## config.mk

```make
export PLATFORM = sky130hd
export DESIGN_NAME = sprite_fetch
export DESIGN_NICKNAME = d
export VERILOG_FILES = /design/src/rtl/sprite_pkg.sv /design/src/rtl/sprite_hit.sv /design/src/rtl/sprite_fetch.sv
export SDC_FILE = /design/constraint.sdc
export NUM_CORES = 1
export LEC_CHECK = 0
export ABC_AREA = 1
export CAP_MARGIN = 15
export CORE_ASPECT_RATIO = 1.75
export CORE_UTILIZATION = 43
export CTS_CLUSTER_DIAMETER = 150
export DETAILED_ROUTE_END_ITERATION = 8
export PLACE_DENSITY = 0.76
export SYNTH_ARGS = -nofsm -noshare
export SYNTH_HDL_FRONTEND = slang
export SYNTH_SLANG_ARGS = --single-unit
```

## constraint.sdc

```tcl
create_clock -name clk -period 1.65 [get_ports clk]
set_input_delay 0.33 -clock clk [delete_from_list [all_inputs] [get_ports clk]]
set_output_delay 0.33 -clock clk [all_outputs]
set_load 0.05 [all_outputs]
```

## src/rtl/sprite_pkg.sv

```systemverilog
// Sprite kinds, per-kind RAM layout, and the background / blank addresses
// shared by the sprite fetch pipeline.
package sprite_pkg;

  typedef enum logic [2:0] {
    KIND_NONE  = 3'd0,
    CANNONBALL = 3'd1,
    DEMO_R_RED = 3'd2,
    DEMO_L_RED = 3'd3,
    DEMO_R_BLU = 3'd4,
    DEMO_L_BLU = 3'd5
  } sprite_kind_t;

  localparam int COORD_W = 10;
  localparam int ADDR_W  = 11;

  localparam logic [ADDR_W-1:0] ADDR_SKY    = 11'd1704;
  localparam logic [ADDR_W-1:0] ADDR_GROUND = 11'd1705;
  localparam logic [ADDR_W-1:0] ADDR_BLANK  = 11'd1706;

  localparam logic [7:0] SKY_IDX     = 8'h1F;
  localparam logic [7:0] GROUND_IDX  = 8'h2E;
  localparam logic [7:0] TRANSPARENT = 8'h00;

  // Unused codes (6, 7) report zero size so they can never hit.
  function automatic logic [ADDR_W-1:0] kind_base(input sprite_kind_t k);
    case (k)
      CANNONBALL: return 11'd0;
      DEMO_R_RED: return 11'd204;
      DEMO_L_RED: return 11'd579;
      DEMO_R_BLU: return 11'd954;
      DEMO_L_BLU: return 11'd1329;
      default:    return 11'd0;
    endcase
  endfunction

  function automatic logic [ADDR_W-1:0] kind_w(input sprite_kind_t k);
    case (k)
      CANNONBALL:                                     return 11'd12;
      DEMO_R_RED, DEMO_L_RED, DEMO_R_BLU, DEMO_L_BLU: return 11'd15;
      default:                                        return 11'd0;
    endcase
  endfunction

  function automatic logic [ADDR_W-1:0] kind_h(input sprite_kind_t k);
    case (k)
      CANNONBALL:                                     return 11'd17;
      DEMO_R_RED, DEMO_L_RED, DEMO_R_BLU, DEMO_L_BLU: return 11'd25;
      default:                                        return 11'd0;
    endcase
  endfunction

endpackage

```

## src/rtl/sprite_hit.sv

```systemverilog
// Single object slot: bounding-box test of the current pixel and the
// row-major offset of that pixel inside the sprite bitmap.
module sprite_hit
  import sprite_pkg::*;
(
  input  logic [COORD_W-1:0] draw_x,
  input  logic [COORD_W-1:0] draw_y,
  input  logic               en,
  input  logic [COORD_W-1:0] obj_x,
  input  logic [COORD_W-1:0] obj_y,
  input  logic [2:0]         kind,
  output logic               hit,
  output logic [ADDR_W-1:0]  offset
);

  sprite_kind_t      k;
  logic [ADDR_W-1:0] px, py, ox, oy, w, h, dx, dy;

  // Everything is widened to 11 bits so an object near x=1023 does not
  // wrap around and claim pixels at the left edge.
  always_comb begin
    k      = sprite_kind_t'(kind);
    px     = {1'b0, draw_x};
    py     = {1'b0, draw_y};
    ox     = {1'b0, obj_x};
    oy     = {1'b0, obj_y};
    w      = kind_w(k);
    h      = kind_h(k);
    dx     = px - ox;
    dy     = py - oy;
    hit    = en && (k != KIND_NONE) &&
             (px >= ox) && (px < ox + w) &&
             (py >= oy) && (py < oy + h);
    offset = dy * w + dx;
  end

endmodule

```

## src/rtl/sprite_fetch.sv

```systemverilog
// Per-pixel sprite fetch: priority-resolves the object slots, issues the
// sprite RAM read, and merges the returned byte with the background.
module sprite_fetch
  import sprite_pkg::*;
#(
  parameter int N_OBJ    = 3,
  parameter int GROUND_Y = 400
) (
  input  logic                           clk,
  input  logic                           rst_n,
  input  logic                           pix_valid,
  input  logic [COORD_W-1:0]             draw_x,
  input  logic [COORD_W-1:0]             draw_y,
  input  logic [N_OBJ-1:0]               obj_en,
  input  logic [N_OBJ-1:0][COORD_W-1:0]  obj_x,
  input  logic [N_OBJ-1:0][COORD_W-1:0]  obj_y,
  input  logic [N_OBJ-1:0][2:0]          obj_kind,
  output logic [ADDR_W-1:0]              read_address,
  input  logic [7:0]                     ram_data,
  output logic [7:0]                     pix_idx,
  output logic                           pix_out_valid,
  output logic                           pix_is_sprite
);

  localparam logic [COORD_W-1:0] GROUND_ROW = COORD_W'(GROUND_Y);

  logic [N_OBJ-1:0]              slot_hit;
  logic [N_OBJ-1:0][ADDR_W-1:0]  slot_off;

  logic              win_hit;
  sprite_kind_t      win_kind;
  logic [ADDR_W-1:0] win_off;
  logic              on_ground;
  logic [ADDR_W-1:0] addr_next;

  logic vld_p0, hit_p0, bg_p0;
  logic vld_p1, hit_p1, bg_p1;

  logic [7:0] out_idx;
  logic       out_spr;

  for (genvar g = 0; g < N_OBJ; g++) begin : g_slot
    sprite_hit u_hit (
      .draw_x (draw_x),
      .draw_y (draw_y),
      .en     (obj_en[g]),
      .obj_x  (obj_x[g]),
      .obj_y  (obj_y[g]),
      .kind   (obj_kind[g]),
      .hit    (slot_hit[g]),
      .offset (slot_off[g])
    );
  end

  // Scan from the lowest-priority slot upward so slot 0 overrides last.
  always_comb begin
    win_hit  = 1'b0;
    win_kind = KIND_NONE;
    win_off  = '0;
    for (int i = N_OBJ - 1; i >= 0; i--) begin
      if (slot_hit[i]) begin
        win_hit  = 1'b1;
        win_kind = sprite_kind_t'(obj_kind[i]);
        win_off  = slot_off[i];
      end
    end
  end

  always_comb begin
    on_ground = (draw_y >= GROUND_ROW);
    if (!pix_valid)
      addr_next = ADDR_BLANK;
    else if (win_hit)
      addr_next = kind_base(win_kind) + win_off;
    else
      addr_next = on_ground ? ADDR_GROUND : ADDR_SKY;
  end

  // p0: read address issued, pixel attributes captured
  always_ff @(posedge clk or negedge rst_n) begin
    if (!rst_n) begin
      read_address <= ADDR_BLANK;
      vld_p0       <= 1'b0;
      vld_p1       <= 1'b0;
    end else begin
      read_address <= addr_next;
      vld_p0       <= pix_valid;
      vld_p1       <= vld_p0;
    end
  end

  // p1: attributes aligned with ram_data
  always_ff @(posedge clk) begin
    hit_p0 <= pix_valid & win_hit;
    bg_p0  <= on_ground;
    hit_p1 <= hit_p0;
    bg_p1  <= bg_p0;
  end

  always_comb begin
    out_idx = 8'h00;
    out_spr = 1'b0;
    if (vld_p1) begin
      if (hit_p1 && ram_data != TRANSPARENT) begin
        out_idx = ram_data;
        out_spr = 1'b1;
      end else if (hit_p1) begin
        out_idx = bg_p1 ? GROUND_IDX : SKY_IDX;
      end else begin
        out_idx = ram_data;
      end
    end
  end

  // p2: resolved palette byte
  always_ff @(posedge clk or negedge rst_n) begin
    if (!rst_n) begin
      pix_idx       <= 8'h00;
      pix_out_valid <= 1'b0;
      pix_is_sprite <= 1'b0;
    end else begin
      pix_idx       <= out_idx;
      pix_out_valid <= vld_p1;
      pix_is_sprite <= out_spr;
    end
  end

endmodule

```

* Word-level counts from Yosys, hierarchy flattened
Cells that the tools add are included.
** Storage, ports and cells
- Bits of input ports :: 103
- Bits in registers :: 27
- Output and inout port bits :: 21
- Logic and storage cells :: 112
** Cells by class
- Multipliers :: 3
- Add/subtract/negate cells :: 16
- Multiplexer cells :: 27
- Reduce and logical (&&, ||, !) cells :: 23
- Eq/ne operators :: 19
- Bitwise operators :: 1
- Magnitude comparators :: 13
** Operator list (count)
- $mux W11 :: 7
- $lt A10 B11 Y1 :: 6
- $sub A10 B10 Y11 :: 6
- $ge A10 B10 Y1 :: 6
- $add A11 B11 Y11 :: 4
- $pmux W11 S4 :: 1
- $add A10 B4 Y11 :: 3
- $add A10 B5 Y11 :: 3
- $mul A11 B4 Y11 :: 3
- $pmux W5 S2 :: 3
- $eq A3 B2 Y1 const B :: 8
- $eq A3 B3 Y1 const B :: 8
- $mux W8 :: 3
- $pmux W4 S2 :: 3
- $logic_and A1 B1 Y1 :: 16
- $reduce_or A4 Y1 :: 3
- $ge A10 B9 Y1 const B :: 1
- $eq A3 B1 Y1 const B :: 3
- $mux W3 :: 3
- $reduce_bool A3 Y1 :: 3
- $reduce_bool A8 Y1 :: 1
- $mux W1 :: 6
- $mux W6 :: 1
- $and A1 B1 Y1 :: 1

* Logic depth before layout (Yosys ltp)
- Depth in word-level cells :: 18
- Depth in mapped cells :: 42
- Depth with buffers taken out :: 41

* By module
A second synthesis with hierarchy kept.
** Unflattened totals
- Cell total of the unflattened synthesis :: 1631
- Area total of the unflattened synthesis :: 11362.1 um^2
** By module, submodules not included
- sprite_hit (g_slot[1].u_hit ...) :: cells an instance 468, instances 2, area an instance 3233.1 um^2, sequential area each 0.0 um^2
- sprite_hit (g_slot[0].u_hit) :: cells an instance 462, instances 1, area an instance 3161.8 um^2, sequential area each 0.0 um^2
- sprite_fetch :: cells an instance 233, instances 1, area an instance 1734.2 um^2, sequential area each 663.1 um^2

* Worst setup path before layout
OpenSTA, ideal clock, no wires.
- Path type :: input -> register
- Start :: in draw_y[0]
- End :: reg read_address[10]
- Setup time :: 83 ps
- Setup slack :: -3772 ps
- Data arrival time :: 5338 ps
- Cell stages on the path :: 32
- Data required time :: 1567 ps
- Buffers on the path :: 0
- Cells stage by stage :: inv_1 > ha_1 > inv_1 > fa_1 > nand2_1 > nand2_1 > xor2_1 > nand2_1 > fa_1 > inv_1 > fa_1 > fa_1 > ha_1 > a21oi_1 > nand2_1 > a21oi_1 > nor2_1 > nor2_1 > nor2_1 > o21ai_0 > nand2_1 > or2_2 > a21oi_1 > a2111o_1 > o21ai_0 > ha_1 > nand2_1 > nor2_1 > nor2_1 > nand3_1 > nand2_1 > nand3_1
** On the way
- Word-level cells in the longest chain between the ends :: 13
- Elaborated cells on any way between the ends :: 40
- Classes of those cells :: add/sub: 7; mul: 3; order compare: 6; eq/ne: 4; mux: 14; reduce/logical: 6
** RTL lines
- start, declared :: RTL line sprite_fetch.sv:13 : input logic [COORD_W-1:0] draw_y,
- branches (longest 11 deep; another with $sub A10 B10 Y11)
- $mux W11 * :: RTL line sprite_fetch.sv:73 : else if (win_hit)
- $mux W11 * :: RTL line sprite_fetch.sv:71 : if (!pix_valid)
- net addr_next[10] :: RTL line sprite_fetch.sv:34 : logic [ADDR_W-1:0] addr_next;
- end signal, assigned :: RTL line sprite_fetch.sv:86 : read_address <= addr_next;
- end, declared :: RTL line sprite_fetch.sv:18 : output logic [ADDR_W-1:0] read_address,
Mark *: on every way through the listed nets, which the timed path passes. The select of a mux whose other input is x is not followed.

* Worst setup path after layout
- Start :: in obj_y[24] (netlist bit)
- End :: reg read_address[9]
** On the way
- Word-level cells in the longest chain between the ends :: 13
- Elaborated cells on any way between the ends :: 27
- Classes of those cells :: add/sub: 4; mul: 1; order compare: 2; eq/ne: 4; mux: 14; reduce/logical: 2
** RTL lines
- start, declared :: RTL line sprite_fetch.sv:16 : input logic [N_OBJ-1:0][COORD_W-1:0] obj_y,
- branches (longest 11 deep; another with $sub A10 B10 Y11)
- $mux W11 * :: RTL line sprite_fetch.sv:73
- $mux W11 * :: RTL line sprite_fetch.sv:71
- net addr_next[9] :: RTL line sprite_fetch.sv:34
Marked as above.

==> run_results.csv <==
group,metric,value,unit
power_and_ir_drop,power.density,1240,nW/um^2
clocking,cts.sinks,27,
global_routing,grt_use_total,0.3010,
clocking,cts_tree,"built",
power_and_ir_drop,ir_worst_vdd,1.026,mV
layout,diodes,0,
setup_path,path_common_cell,"nand2_1",
setup_path,cp-end-kind,"flop",
yosys,seq_area_frac_synth,0.05897,
setup_path,criticalPathCategory,"in -> reg",
clocking,cts_buffer_depth,2,
timing,tightest_slew,0.5611,ns
yosys,synth_area_leaders,"ha_1, fa_1, nand2_1",
setup_path,worst_ep_required_time,1.86,ns
yosys,async_flop_share,0.8519,
global_routing,met2_usage,0.5694,
clocking,cts_max_level,1,
clocking,clock_latency,0.27,ns
yosys,yosys_register_bits,27,
place,hpwl,32990,um
yosys,netlist.top_cell.by_area,"ha_1",
yosys,synth_most_common_cell,"nand2_1",
timing,timing.final.crit_share,3.588,
layout,num-nets-final,2546,
route,viasPerCell,5.440,
hold_path,hp-class,"reg -> reg",
global_routing,use_met3,0.02157,
timing,setup_viol,12,
global_routing,grt_overflow,0,
yosys,synth_edf_count,0,
route,drt_iter0_drc,740,
floorplanning,initial_core_util,0.4364,
setup_path,cp_slowest_cell,"fa_1",
yosys,synth_area,11240,sq um
timing,whs,0.3375,ns
route,drc,0,
route,vias,13440,
global_routing,grt.busiest_layer,"met2",
clocking,clkSlewWorstSetupHoldPaths,0.06,ns
setup_path,cp_max_fo,5,
route,ant_nets,0,
place,routabilityCongestion,0.9544,
yosys,synth_warnings,0,
timing,period_minus_slack,5.919,ns
global_routing,grt_pass1_vias,13870,
global_routing,antenna_found_initial,0,
setup_path,arrival,6.13,ns
setup_path,start_kind,"input port",
layout,areaGrowthSynthToFinish,63.32,%
timing,timing.fmax,168.9,MHz
floorplanning,die_x,124.2,um
setup_path,max_stage_delay,0.54,ns
job,drv_cap,0,
timing,slew_headroom,0.6233,
timing,slew_viol_final,0,
route,routed_wl,45020,um
clocking,cts_buffers,3,
place,placed_cells,2395,
floorplanning,coreArea,25760,sq um
floorplanning,dieArea,26830,sq um
timing,setup_ws,-4.269,ns
timing,fin_skew,0.003787,ns
timing,final-hold-violation-count,0,
route,drt_first_pass_iters,6,
yosys,synth_cell_types,50,
outcome,violations,"negative setup slack",
yosys,synth_commonest_cells,"nand2_1, inv_1, ha_1",
global_routing,grtUsageMet1,0.2840,
layout,final_cells,2470,
yosys,ys_dominant_reg_cell,"dfrtp_1",
outcome,status,"finished, violations left",
floorplanning,io_pins,124,
floorplanning,die_y,215.9,um
timing,grt_setup_unrepaired,"true",
yosys,syn-num-nets,1974,
floorplanning,rows,78,
yosys,syn_inst,1579,
global_routing,grt_pass1_wl,64910,um
route,wl_per_cell,18.23,um
clocking,cts_root_buf,"clkbuf_16",
layout,layout-drive-gt1-share,0.4000,
global_routing,grt_max_degree,24,
yosys,synth_top_area_frac,0.2036,
place,io_buffers,123,
power_and_ir_drop,power_leakage,9.510,nW
yosys,synth.avg_cell_area,7.121,sq um
==> cells by family after synthesis <==
logic type                 synth area share
AOI/OAI and AO/OA                   0.08791
xor gates and xnor gates            0.07010
buffers and inverters                0.1122
adders and majority gates            0.3977
DFF                                 0.05897
and+or+nand+nor                      0.2732
==> path summary, 6_finish.rpt <==
kind                            from               to  slack [ns]  cells after the start
max                        obj_y[24]  read_address[9]       -4.27                     30
min                           hit_p0           hit_p1        0.34                      0
max reg2reg                   vld_p1       pix_idx[5]        0.69                      2
min reg2reg                   hit_p0           hit_p1        0.34                      0
max in group asynchronous      rst_n  read_address[9]        0.96                      2
min in group asynchronous      rst_n  read_address[2]        0.42                      2
==> flip-flops by register name, indices dropped and copies added, names as in the netlist <==
signal and count:
pix_idx 8, pix_is_sprite 1, bg_p1 1, hit_p1 1
read_address 11, vld_p1 1, pix_out_valid 1, hit_p0 1
bg_p0 1, vld_p0 1
==> where the power goes <==
group	internal, W	switching [W]
logic	0.0103	0.0112
registers	0.000702	0.0000180
clock network	0.000331	0.000222
total	0.0113	0.0114
==> per-layer routing <==
metal	up-vias	wire length (um)
met4	0	4620
met3	293	2056
met1	6363	15140
met2	620	23200
li1	6161	-
met5	-	0
==> metrics by stage <==
step	TNS, ns	power [W]	util	area [sq um]	setup WS [ns]
floorplan	-33.66	0.01143	-	11600	-3.558
detailed placement	-48.77	0.01799	0.6266	16140	-4.567
global route	-42.36	0.02461	0.7128	18370	-4.432
global placement	-46.97	0.01726	0.6266	16140	-4.418
CTS	-38.05	0.02046	0.6808	17540	-3.903
finish	-40.46	0.02277	0.7128	18370	-4.269
==> worst max-delay path, delay by kind of cell <==
kind	cells	cell delay [ns]
AO/OA/AOI/OAI	5	0.66
adder cells (fa/ha/maj)	6	2.39
buffers and inverters	5	0.78
AND/OR/NAND/NOR	12	1.25
XOR/XNOR	2	0.71
==> layout by cell type (no fill, tap or decap), types with 23 or more instances in the layout <==
master and instances:
a21oi_1 55, a21oi_2 28, buf_4 433, buf_6 28
clkdlybuf4s50_1 74, fa_1 93, ha_1 120, ha_4 56
inv_1 283, inv_2 34, nand2_1 291, nand2_2 43
nand3_1 95, nand3_2 23, nor2_1 83, nor2_2 29
nor2_4 26, xor2_1 51
==> timing repair <==
| item | CTS | global route |
|---|---|---|
| buffers inserted | 52 | 23 |
| setup endpoints to repair | 12 | 17 |
| resized for setup | 269 | 153 |
| pin swaps | 160 | 112 |
| hold buffers | 0 | 0 |
==> layout make-up <==
class                           instances  area (sq um)
Fill cell                            1789          7400
Multi-Input combinational cell       1222         11130
Timing Repair Buffer                  576          4871
Tap cell                              320         400.4
Sequential cell                        27         663.1
Inverter                              321          1219
Clock buffer                            4         78.83
Note: power is estimated with default switching activity, not from simulation.
